File: config.mk
export PLATFORM = sky130hd
export DESIGN_NAME = uart_boot_loader
export DESIGN_NICKNAME = d
export VERILOG_FILES = /design/src/rtl/uart_boot_loader_pkg.sv /design/src/rtl/uart_boot_loader_word_packer.sv /design/src/rtl/uart_boot_loader.sv
export SDC_FILE = /design/constraint.sdc
export NUM_CORES = 1
export LEC_CHECK = 0
export ABC_AREA = 1
export BUFFER_PORTS_ARGS = -buffer_cell sky130_fd_sc_hd__buf_2
export CORE_MARGIN = 4
export CORE_UTILIZATION = 55
export DETAILED_ROUTE_END_ITERATION = 10
export PLACE_DENSITY_LB_ADDON = 0.15
export SYNTH_ARGS = -nofsm -noshare
export SYNTH_HDL_FRONTEND = slang
export SYNTH_SLANG_ARGS = --single-unit
File: constraint.sdc
create_clock -name clk -period 2.2 [get_ports clk]
set_clock_uncertainty 0.05 [all_clocks]
set_input_delay 0.44 -clock clk [delete_from_list [all_inputs] [get_ports clk]]
set_output_delay 0.44 -clock clk [all_outputs]
set_load 0.01 [all_outputs]
File: src/rtl/uart_boot_loader_pkg.sv
// Shared types and constants for the UART boot loader.
package uart_boot_loader_pkg;

    typedef enum logic [2:0] {
        ST_IDLE,
        ST_LEN_LO,
        ST_LEN_HI,
        ST_PAYLOAD,
        ST_CHECK,
        ST_RESP
    } boot_state_t;

    localparam logic [7:0] ACK_BYTE  = 8'h06;
    localparam logic [7:0] NAK_BYTE  = 8'h15;
    localparam logic [7:0] SYNC_DFLT = 8'hA5;

endpackage

File: src/rtl/uart_boot_loader_word_packer.sv
// Packs payload bytes into little-endian memory words and issues one write per
// filled (or final partial) word.
module uart_boot_loader_word_packer #(
    parameter int unsigned BYTES_PER_WORD = 4,
    parameter int unsigned ADDR_W         = 32,
    parameter int unsigned BASE_ADDR      = 0
) (
    input  logic                        clk,
    input  logic                        reset_n,
    input  logic                        clear,
    input  logic                        byte_valid,
    input  logic [7:0]                  byte_data,
    input  logic                        last,
    output logic                        mem_wen,
    output logic [ADDR_W-1:0]           mem_wa,
    output logic [8*BYTES_PER_WORD-1:0] mem_wd,
    output logic [BYTES_PER_WORD-1:0]   mem_wmask
);
    localparam int unsigned LW = (BYTES_PER_WORD > 1) ? $clog2(BYTES_PER_WORD) : 1;

    logic [LW-1:0]               lane;
    logic [8*BYTES_PER_WORD-1:0] word_buf, word_next;
    logic [BYTES_PER_WORD-1:0]   mask_buf, mask_next;
    logic [ADDR_W-1:0]           waddr;
    logic                        full;

    always_comb begin
        word_next              = word_buf;
        mask_next              = mask_buf;
        word_next[lane*8 +: 8] = byte_data;
        mask_next[lane]        = 1'b1;
        full                   = (lane == LW'(BYTES_PER_WORD - 1));
    end

    always_ff @(posedge clk or negedge reset_n) begin
        if (!reset_n) begin
            lane      <= '0;
            word_buf  <= '0;
            mask_buf  <= '0;
            waddr     <= ADDR_W'(BASE_ADDR);
            mem_wen   <= 1'b0;
            mem_wa    <= '0;
            mem_wd    <= '0;
            mem_wmask <= '0;
        end else begin
            mem_wen <= 1'b0;
            if (clear) begin
                lane     <= '0;
                word_buf <= '0;
                mask_buf <= '0;
                waddr    <= ADDR_W'(BASE_ADDR);
            end else if (byte_valid) begin
                if (full || last) begin
                    // Partial final word carries only the lanes actually filled.
                    mem_wen   <= 1'b1;
                    mem_wa    <= waddr;
                    mem_wd    <= word_next;
                    mem_wmask <= mask_next;
                    waddr     <= waddr + ADDR_W'(BYTES_PER_WORD);
                    lane      <= '0;
                    word_buf  <= '0;
                    mask_buf  <= '0;
                end else begin
                    lane     <= lane + 1'b1;
                    word_buf <= word_next;
                    mask_buf <= mask_next;
                end
            end
        end
    end

endmodule

File: src/rtl/uart_boot_loader.sv
// Framed, checksummed UART image loader: writes payload to memory, holds the
// CPU in reset during transfer and answers each frame with ACK/NAK.
module uart_boot_loader
    import uart_boot_loader_pkg::*;
#(
    parameter int unsigned MAX_BYTES      = 2048,
    parameter int unsigned BYTES_PER_WORD = 4,
    parameter int unsigned ADDR_W         = 32,
    parameter int unsigned BASE_ADDR      = 0,
    parameter int unsigned TIMEOUT_CYCLES = 1_200_000,
    parameter logic [7:0]  SYNC_BYTE      = SYNC_DFLT
) (
    input  logic                        clk,
    input  logic                        reset_n,
    input  logic                        rx_valid,
    input  logic [7:0]                  rx_data,
    input  logic                        tx_ready,
    output logic                        tx_valid,
    output logic [7:0]                  tx_data,
    output logic                        mem_wen,
    output logic [ADDR_W-1:0]           mem_wa,
    output logic [8*BYTES_PER_WORD-1:0] mem_wd,
    output logic [BYTES_PER_WORD-1:0]   mem_wmask,
    output logic                        cpu_reset_n,
    output logic                        busy,
    output logic                        boot_ok,
    output logic                        boot_err
);
    boot_state_t state;
    logic [15:0] len;
    logic [15:0] cnt;
    logic [15:0] new_len;
    logic [7:0]  sum;
    logic [31:0] tcnt;
    logic        resp_ack;
    logic        armed;
    logic        in_frame;
    logic        timeout;
    logic        pk_valid;
    logic        pk_last;
    logic        pk_clear;

    always_comb begin
        new_len  = {rx_data, len[7:0]};
        in_frame = (state == ST_LEN_LO) || (state == ST_LEN_HI) ||
                   (state == ST_PAYLOAD) || (state == ST_CHECK);
        timeout  = in_frame && !rx_valid && (tcnt == TIMEOUT_CYCLES - 1);
        pk_valid = (state == ST_PAYLOAD) && rx_valid;
        pk_last  = (cnt == len - 16'd1);
        pk_clear = (state == ST_IDLE) && rx_valid && (rx_data == SYNC_BYTE);
    end

    uart_boot_loader_word_packer #(
        .BYTES_PER_WORD(BYTES_PER_WORD),
        .ADDR_W        (ADDR_W),
        .BASE_ADDR     (BASE_ADDR)
    ) u_packer (
        .clk       (clk),
        .reset_n   (reset_n),
        .clear     (pk_clear),
        .byte_valid(pk_valid),
        .byte_data (rx_data),
        .last      (pk_last),
        .mem_wen   (mem_wen),
        .mem_wa    (mem_wa),
        .mem_wd    (mem_wd),
        .mem_wmask (mem_wmask)
    );

    always_ff @(posedge clk or negedge reset_n) begin
        if (!reset_n) begin
            state       <= ST_IDLE;
            len         <= '0;
            cnt         <= '0;
            sum         <= '0;
            tcnt        <= '0;
            resp_ack    <= 1'b0;
            armed       <= 1'b0;
            tx_valid    <= 1'b0;
            tx_data     <= '0;
            cpu_reset_n <= 1'b0;
            busy        <= 1'b0;
            boot_ok     <= 1'b0;
            boot_err    <= 1'b0;
        end else begin
            // Release the CPU once after reset; a SYNC on the same edge wins.
            if (!armed) begin
                armed       <= 1'b1;
                cpu_reset_n <= 1'b1;
            end
            if (rx_valid || !in_frame) tcnt <= '0;
            else                       tcnt <= tcnt + 32'd1;

            if (timeout) begin
                state    <= ST_RESP;
                tx_valid <= 1'b1;
                tx_data  <= NAK_BYTE;
                resp_ack <= 1'b0;
            end else begin
                case (state)
                    ST_IDLE: if (pk_clear) begin
                        state       <= ST_LEN_LO;
                        cpu_reset_n <= 1'b0;
                        busy        <= 1'b1;
                        boot_ok     <= 1'b0;
                        boot_err    <= 1'b0;
                        sum         <= '0;
                        cnt         <= '0;
                    end
                    ST_LEN_LO: if (rx_valid) begin
                        len[7:0] <= rx_data;
                        state    <= ST_LEN_HI;
                    end
                    ST_LEN_HI: if (rx_valid) begin
                        len <= new_len;
                        if (new_len > 16'(MAX_BYTES)) begin
                            state    <= ST_RESP;
                            tx_valid <= 1'b1;
                            tx_data  <= NAK_BYTE;
                            resp_ack <= 1'b0;
                        end else if (new_len == 16'd0) begin
                            state <= ST_CHECK;
                        end else begin
                            state <= ST_PAYLOAD;
                        end
                    end
                    ST_PAYLOAD: if (rx_valid) begin
                        sum <= sum + rx_data;
                        cnt <= cnt + 16'd1;
                        if (pk_last) state <= ST_CHECK;
                    end
                    ST_CHECK: if (rx_valid) begin
                        state    <= ST_RESP;
                        tx_valid <= 1'b1;
                        tx_data  <= (rx_data == sum) ? ACK_BYTE : NAK_BYTE;
                        resp_ack <= (rx_data == sum);
                    end
                    ST_RESP: if (tx_ready) begin
                        state    <= ST_IDLE;
                        tx_valid <= 1'b0;
                        busy     <= 1'b0;
                        if (resp_ack) begin
                            boot_ok     <= 1'b1;
                            cpu_reset_n <= 1'b1;
                        end else begin
                            boot_err <= 1'b1;
                        end
                    end
                    default: state <= ST_IDLE;
                endcase
            end
        end
    end

endmodule
# --- After elaboration in Yosys (flattened, before gate mapping) ---
# Index checks and enable logic that the tools add are counted.
totals:
  register_bits: 229
  inputBits: 12
  output_inout_bits: 82
  word_cells: 163
op_classes:
  n_addsub: 7
  order_cmp: 3
  eq_ne: 23
  shifts: 2
  mux: 70
  bitwise: 4
  reduce_logical: 32
op_table:
  columns: ["operator", "count"]
  rows:
  - ["$mux W32", 7]
  - ["$mux W8", 7]
  - ["$pmux W8 S2", 3]
  - ["$neg A5 Y34", 1]
  - ["$shift A8 B34 Y32 const A", 1]
  - ["$shiftx A8 B34 Y32", 1]
  - ["$add A32 B1 Y32 const B", 1]
  - ["$add A32 B3 Y32 const B", 1]
  - ["$bwmux W32", 1]
  - ["$eq A32 B21 Y1 const B", 1]
  - ["$mux W16", 2]
  - ["$pmux W16 S2", 1]
  - ["$mux W3", 10]
  - ["$mux W1", 24]
  - ["$ne A3 B3 Y1 const B", 6]
  - ["$pmux W3 S6", 1]
  - ["$add A16 B1 Y16 const B", 1]
  - ["$eq A16 B16 Y1", 1]
  - ["$gt A16 B12 Y1 const B", 1]
  - ["$logic_not A16 Y1", 1]
  - ["$reduce_and A4 Y1", 4]
  - ["$sub A16 B1 Y16 const B", 1]
  - ["$reduce_and A5 Y1", 3]
  - ["$mux W4", 3]
  - ["29 further kinds", 58]

# --- Depth between registers and ports, before layout ---
depth:
  ltp_word: 8
  mapped_depth: 17

# --- Hierarchy ---
# From an unflattened synthesis, not the netlist that was laid out.
unflattened:
  cells_unflattened: 1526
  hier_area_um2: 11720.0
by_module_without_submodules:
  columns: ["mod", "n_inst", "cells_each", "area_per_inst_um2"]
  rows:
  - ["uart_boot_loader_word_packer", 1, 764, 6232.2]
  - ["uart_boot_loader", 1, 762, 5487.8]

# --- Worst setup path before layout ---
# Ideal clock, no wire load.
synth_path:
  path_type: "register to register"
  startpoint: "register len[0]"
  endpoint: "register u_packer.mem_wa[10]"
  setup_ns: 0.130
  arrival_ns: 2.050
  t_required_ns: 2.020
  setup_slack_ns: -0.030
  path_stages_with_launch: 16
  path_cell_list: "dfrtp_1 -> inv_1 -> ha_1 -> nand2_1 -> nor2_2 -> nand3_1 -> nand3_1 -> nand2_1 -> nor2_1 -> nand4_2 -> nand2_4 -> nand2_4 -> buf_6 -> buf_2 -> nand2_1 -> o21ai_1"
synth_via:
  elab_chain_cells: 4
synth_lines:
  columns: ["item", "line_no", "source"]
  rows:
  - ["start: declaration", "uart_boot_loader.sv:30", "logic [15:0] len;"]
  - ["start signal: assignment", "uart_boot_loader.sv:111", "len[7:0] <= rx_data;"]
  - ["start signal: assignment", "uart_boot_loader.sv:115", "len <= new_len;"]
  - ["$sub A16 B1 Y16", "uart_boot_loader.sv:49", "pk_last = (cnt == len - 16'd1);"]
  - ["$eq A16 B16 Y1", "uart_boot_loader.sv:49", null]
  - ["$logic_or A1 B1 Y1", "uart_boot_loader_word_packer.sv:53", "if (full || last) begin"]
  - ["$reduce_and A3 Y1 (no source line)", null, null]
  - ["end signal: assignment", "uart_boot_loader_word_packer.sv:56", "mem_wa <= waddr;"]
  - ["end: declaration", "uart_boot_loader_word_packer.sv:15", "output logic [ADDR_W-1:0] mem_wa,"]
# Every way passes these cells.
# A chain may end at the register's enable or synchronous reset.

# --- Worst setup path after layout ---
layout_path:
  startpoint: "register len[1]"
  endpoint: "register u_packer.word_buf[10]"
layout_via:
  elab_chain_cells: 6
layout_lines:
  columns: ["item", "line_no", "source"]
  rows:
  - ["$sub A16 B1 Y16", "uart_boot_loader.sv:49", null]
  - ["$eq A16 B16 Y1", "uart_boot_loader.sv:49", null]
  - ["$logic_or A1 B1 Y1", "uart_boot_loader_word_packer.sv:53", null]
  - ["$mux W32", "uart_boot_loader_word_packer.sv:53", null]
  - ["$mux W32", "uart_boot_loader_word_packer.sv:52", "end else if (byte_valid) begin"]
  - ["$mux W32", "uart_boot_loader_word_packer.sv:47", "if (clear) begin"]
  - ["end signal: assignment", "uart_boot_loader_word_packer.sv:65", "word_buf <= word_next;"]
  - ["end: declaration", "uart_boot_loader_word_packer.sv:22", "logic [8*BYTES_PER_WORD-1:0] word_buf, word_next;"]
# Every way passes these cells. The select of a mux whose other input is x is not followed.

==> metrics.txt <==
H-tree depth 1; Worst EP arrival 2.76 ns; DR vias 10800; core footprint 0.0204 mm2; commonest non-fill, non-tap cell in the layout nand2_1; # IOs 94; Max Freq 413 MHz; register area share after synthesis 47.5%; Max FO, Critical Path 6; final WL 31.9 mm; Clock Pin Slew Worst Setup and Hold Paths 0.06 ns; antenna-violating nets left 0; maximum vdd drop 0.000943 V; power per cell area 1200 mW/mm2; RSZ-0062 raised after global routing yes; layout cell share with drive strength beyond 1 23.8%; area share of the largest cell type after synthesis 47.5%; area grow syn2layout 28.1%; nets 1712; fin util 72.4%; fraction of registers with async set/reset 100%; Initial Util 56.5%; post-DP HPWL 22.1 mm; Seq pwr share 34.2%; Top FF cell, synth dfrtp_1; CTS max path bufs 3; sw frac 40.1%; Post-synth EDFFs 0; post-synthesis register bit count 219; slowest cell on the critical path dfrtp_1; CTS tree built; Fin Hold WS 0.136 ns; initial antenna violation count 0; most frequent cells in the layout 325 x nand2_1, 215 x dfrtp_1, 166 x inv_1, 139 x nor2_1, 98 x buf_4; vias in the first global route 10400; Crit Path Category reg -> reg; FF+latch area 0.00549 mm2; Worst EP required 2.54 ns; # rows 52; die area 0.0234 mm2; final worst slack -0.221 ns; Global Route Usage Sum 25.8%; Final Cycle Share 110%; GRT overflow 0; crit-path cells buf_6 -> nor2_4 -> nand2_4 -> nor2_8 -> nand2_2 -> nand2_2 -> nand2_2 -> nand2_2 -> nand3_2 -> nor2_4 -> nand4_4 -> nand2_4 -> buf_12 -> nor2_4 -> nand2_4 -> clkbuf_16 -> o21ai_2; Port-buffer cells 87; fin area 0.0148 mm2; insertion delay to the later sink of the worst-skew pair 0.52 ns; Critical Path End Type flip-flop; Post-Syn Instances 1481; Slew HR 58.0%; Die Span X 153 um; Tmin final 2.42 ns; yosys warns 0; Mapped Area 0.0115 mm2; Area after DPL 0.0130 mm2; Worst setup SP type flip-flop; final setup violation count 137; Clock Power Share 24.4%; CTS sink cnt 219; Hold WC Path Type in -> reg; filler instances 1589; mean area per synthesized cell 7.79 um2; Sw Pwr 7130 uW; Num CTS Buffers 25; failing checks setup timing; P_int 10700 uW; top cell family by delay on the critical path simple AND/OR/NAND/NOR gates; post-synth cell types 44; Max-Cap Viols 0; Worst Max-Slew Pin Slew 0.628 ns; most used cell, CP nand2_2; wire per inst 16.2 um; pins over their slew limit 0; top cells by area, synth dfrtp_1 47%, nand2_1 12%, inv_1 5.5%; Leak 0.00726 uW; CTS root buffer clkbuf_16; DR DRC count 0; ANT cells 0; die outline height 153 um; largest net degree at the start of global routing 54; Gate power share 41.5%; RD Place Congestion 0.954; Bufs and invs on worst path 3; post-DR vias/cell 5.48; status finished, violations left; first-pass GRT wire length 51.1 mm; Hold Violations, Final 0; DR iter-0 viols 895; Critical Path Max Stage Delay 0.41 ns; multi-input logic area 0.00573 mm2; Yosys top cell by area dfrtp_1; router iterations before antenna repair 5
## timing repair
item | 4_1_cts | 5_1_grt
pin swaps | 4 | 27
hold buffers | 1 | 0
buffers inserted | 3 | 9
gates resized for setup | 25 | 155
gates cloned | 1 | 11
hold endpoints to repair | 48 | 0
setup endpoints to repair | 138 | 154
## Yosys cell counts, drive strengths merged (2+ instances only)
library cell    n
nand2         361
dfrtp         219
nor2          173
inv           170
o21ai         157
nand3          91
a21oi          51
nor3           44
nand4          34
xor2           34
buf            26
nor4           26
clkbuf         22
ha             19
o22ai          18
xnor2           7
o21a            5
a31oi           4
o21bai          3
a211oi          2
and2            2
and3            2
clkinv          2
conb            2
## cell families after synthesis
kind of cell	synth area share (%)
AO/OA/AOI/OAI	11.4
flip-flops	47.5
adder cells (fa/ha/maj)	2.23
buffers and inverters	7.84
other	0.0651
AND/OR/NAND/NOR	27.8
XOR/XNOR	3.11
## layer usage
metal	up-vias	GRT usage [%]	routed length (um)
met2	339	41.8	15100
met1	5152	36.8	14200
met5	-	0	0
li1	5249	-	-
met4	0	6.79	743
met3	48	3.85	1830
## registers in the layout (all words and copies together) (netlist names), 2 cells and up
| name | count |
|---|---|
| tcnt | 32 |
| u_packer.mem_wd | 32 |
| u_packer.word_buf | 32 |
| u_packer.mem_wa | 30 |
| u_packer.waddr | 30 |
| cnt | 16 |
| len | 16 |
| sum | 8 |
| u_packer.mask_buf | 4 |
| u_packer.mem_wmask | 4 |
| state | 3 |
| tx_data | 3 |
| u_packer.lane | 2 |
## worst min-delay path: cells and delay by family
kind | cells | cell delay, ns
buffers and inverters | 1 | 0.09
AND/OR/NAND/NOR | 2 | 0.13
## cell type report
class | count | share of cell area [%]
sequential | 219 | 37.1
clock inverter | 12 | 1.01
timing repair buffer | 214 | 11.7
multi-input combinational | 1048 | 38.7
clock buffer | 33 | 4.84
inverter | 172 | 4.36
tap | 270 | 2.28
## power by group through the flow
stage	clock, uW	sequential (uW)	combinational, uW
6_report	4330	6070	7370
5_1_grt	4560	6230	8230
4_1_cts	4390	6000	6730
3_5_place_dp	0	6040	6560
3_3_place_gp	0	6010	6460
2_1_floorplan	0	6090	4120
## path summary, 6_finish.rpt
path	start	endpoint	slack [ns]	depth (start not counted)
worst min register to register	tx_data[2]	tx_data[2]	0.42	1
worst max-delay path	len[1]	u_packer.word_buf[10]	-0.22	17
max in group asynchronous	reset_n	u_packer.word_buf[4]	1.06	3
worst min-delay path	tx_ready	cpu_reset_n	0.14	3
min in group asynchronous	reset_n	tcnt[19]	0.38	2
worst max register to register	len[1]	u_packer.word_buf[10]	-0.22	17
## per-stage QoR
step	worst slack, ns	TNS, ns	power (uW)	cells
global route	-0.337	-37.33	19000	1968
floorplan	0.0345	0	10200	1486
CTS	-0.107	-8.98	17100	1948
finish	-0.221	-20.18	17800	1968
global placement	-0.0722	-5.46	12500	1898
detailed placement	-0.167	-14.81	12600	1898
Note: power is estimated with default switching activity, not from simulation.
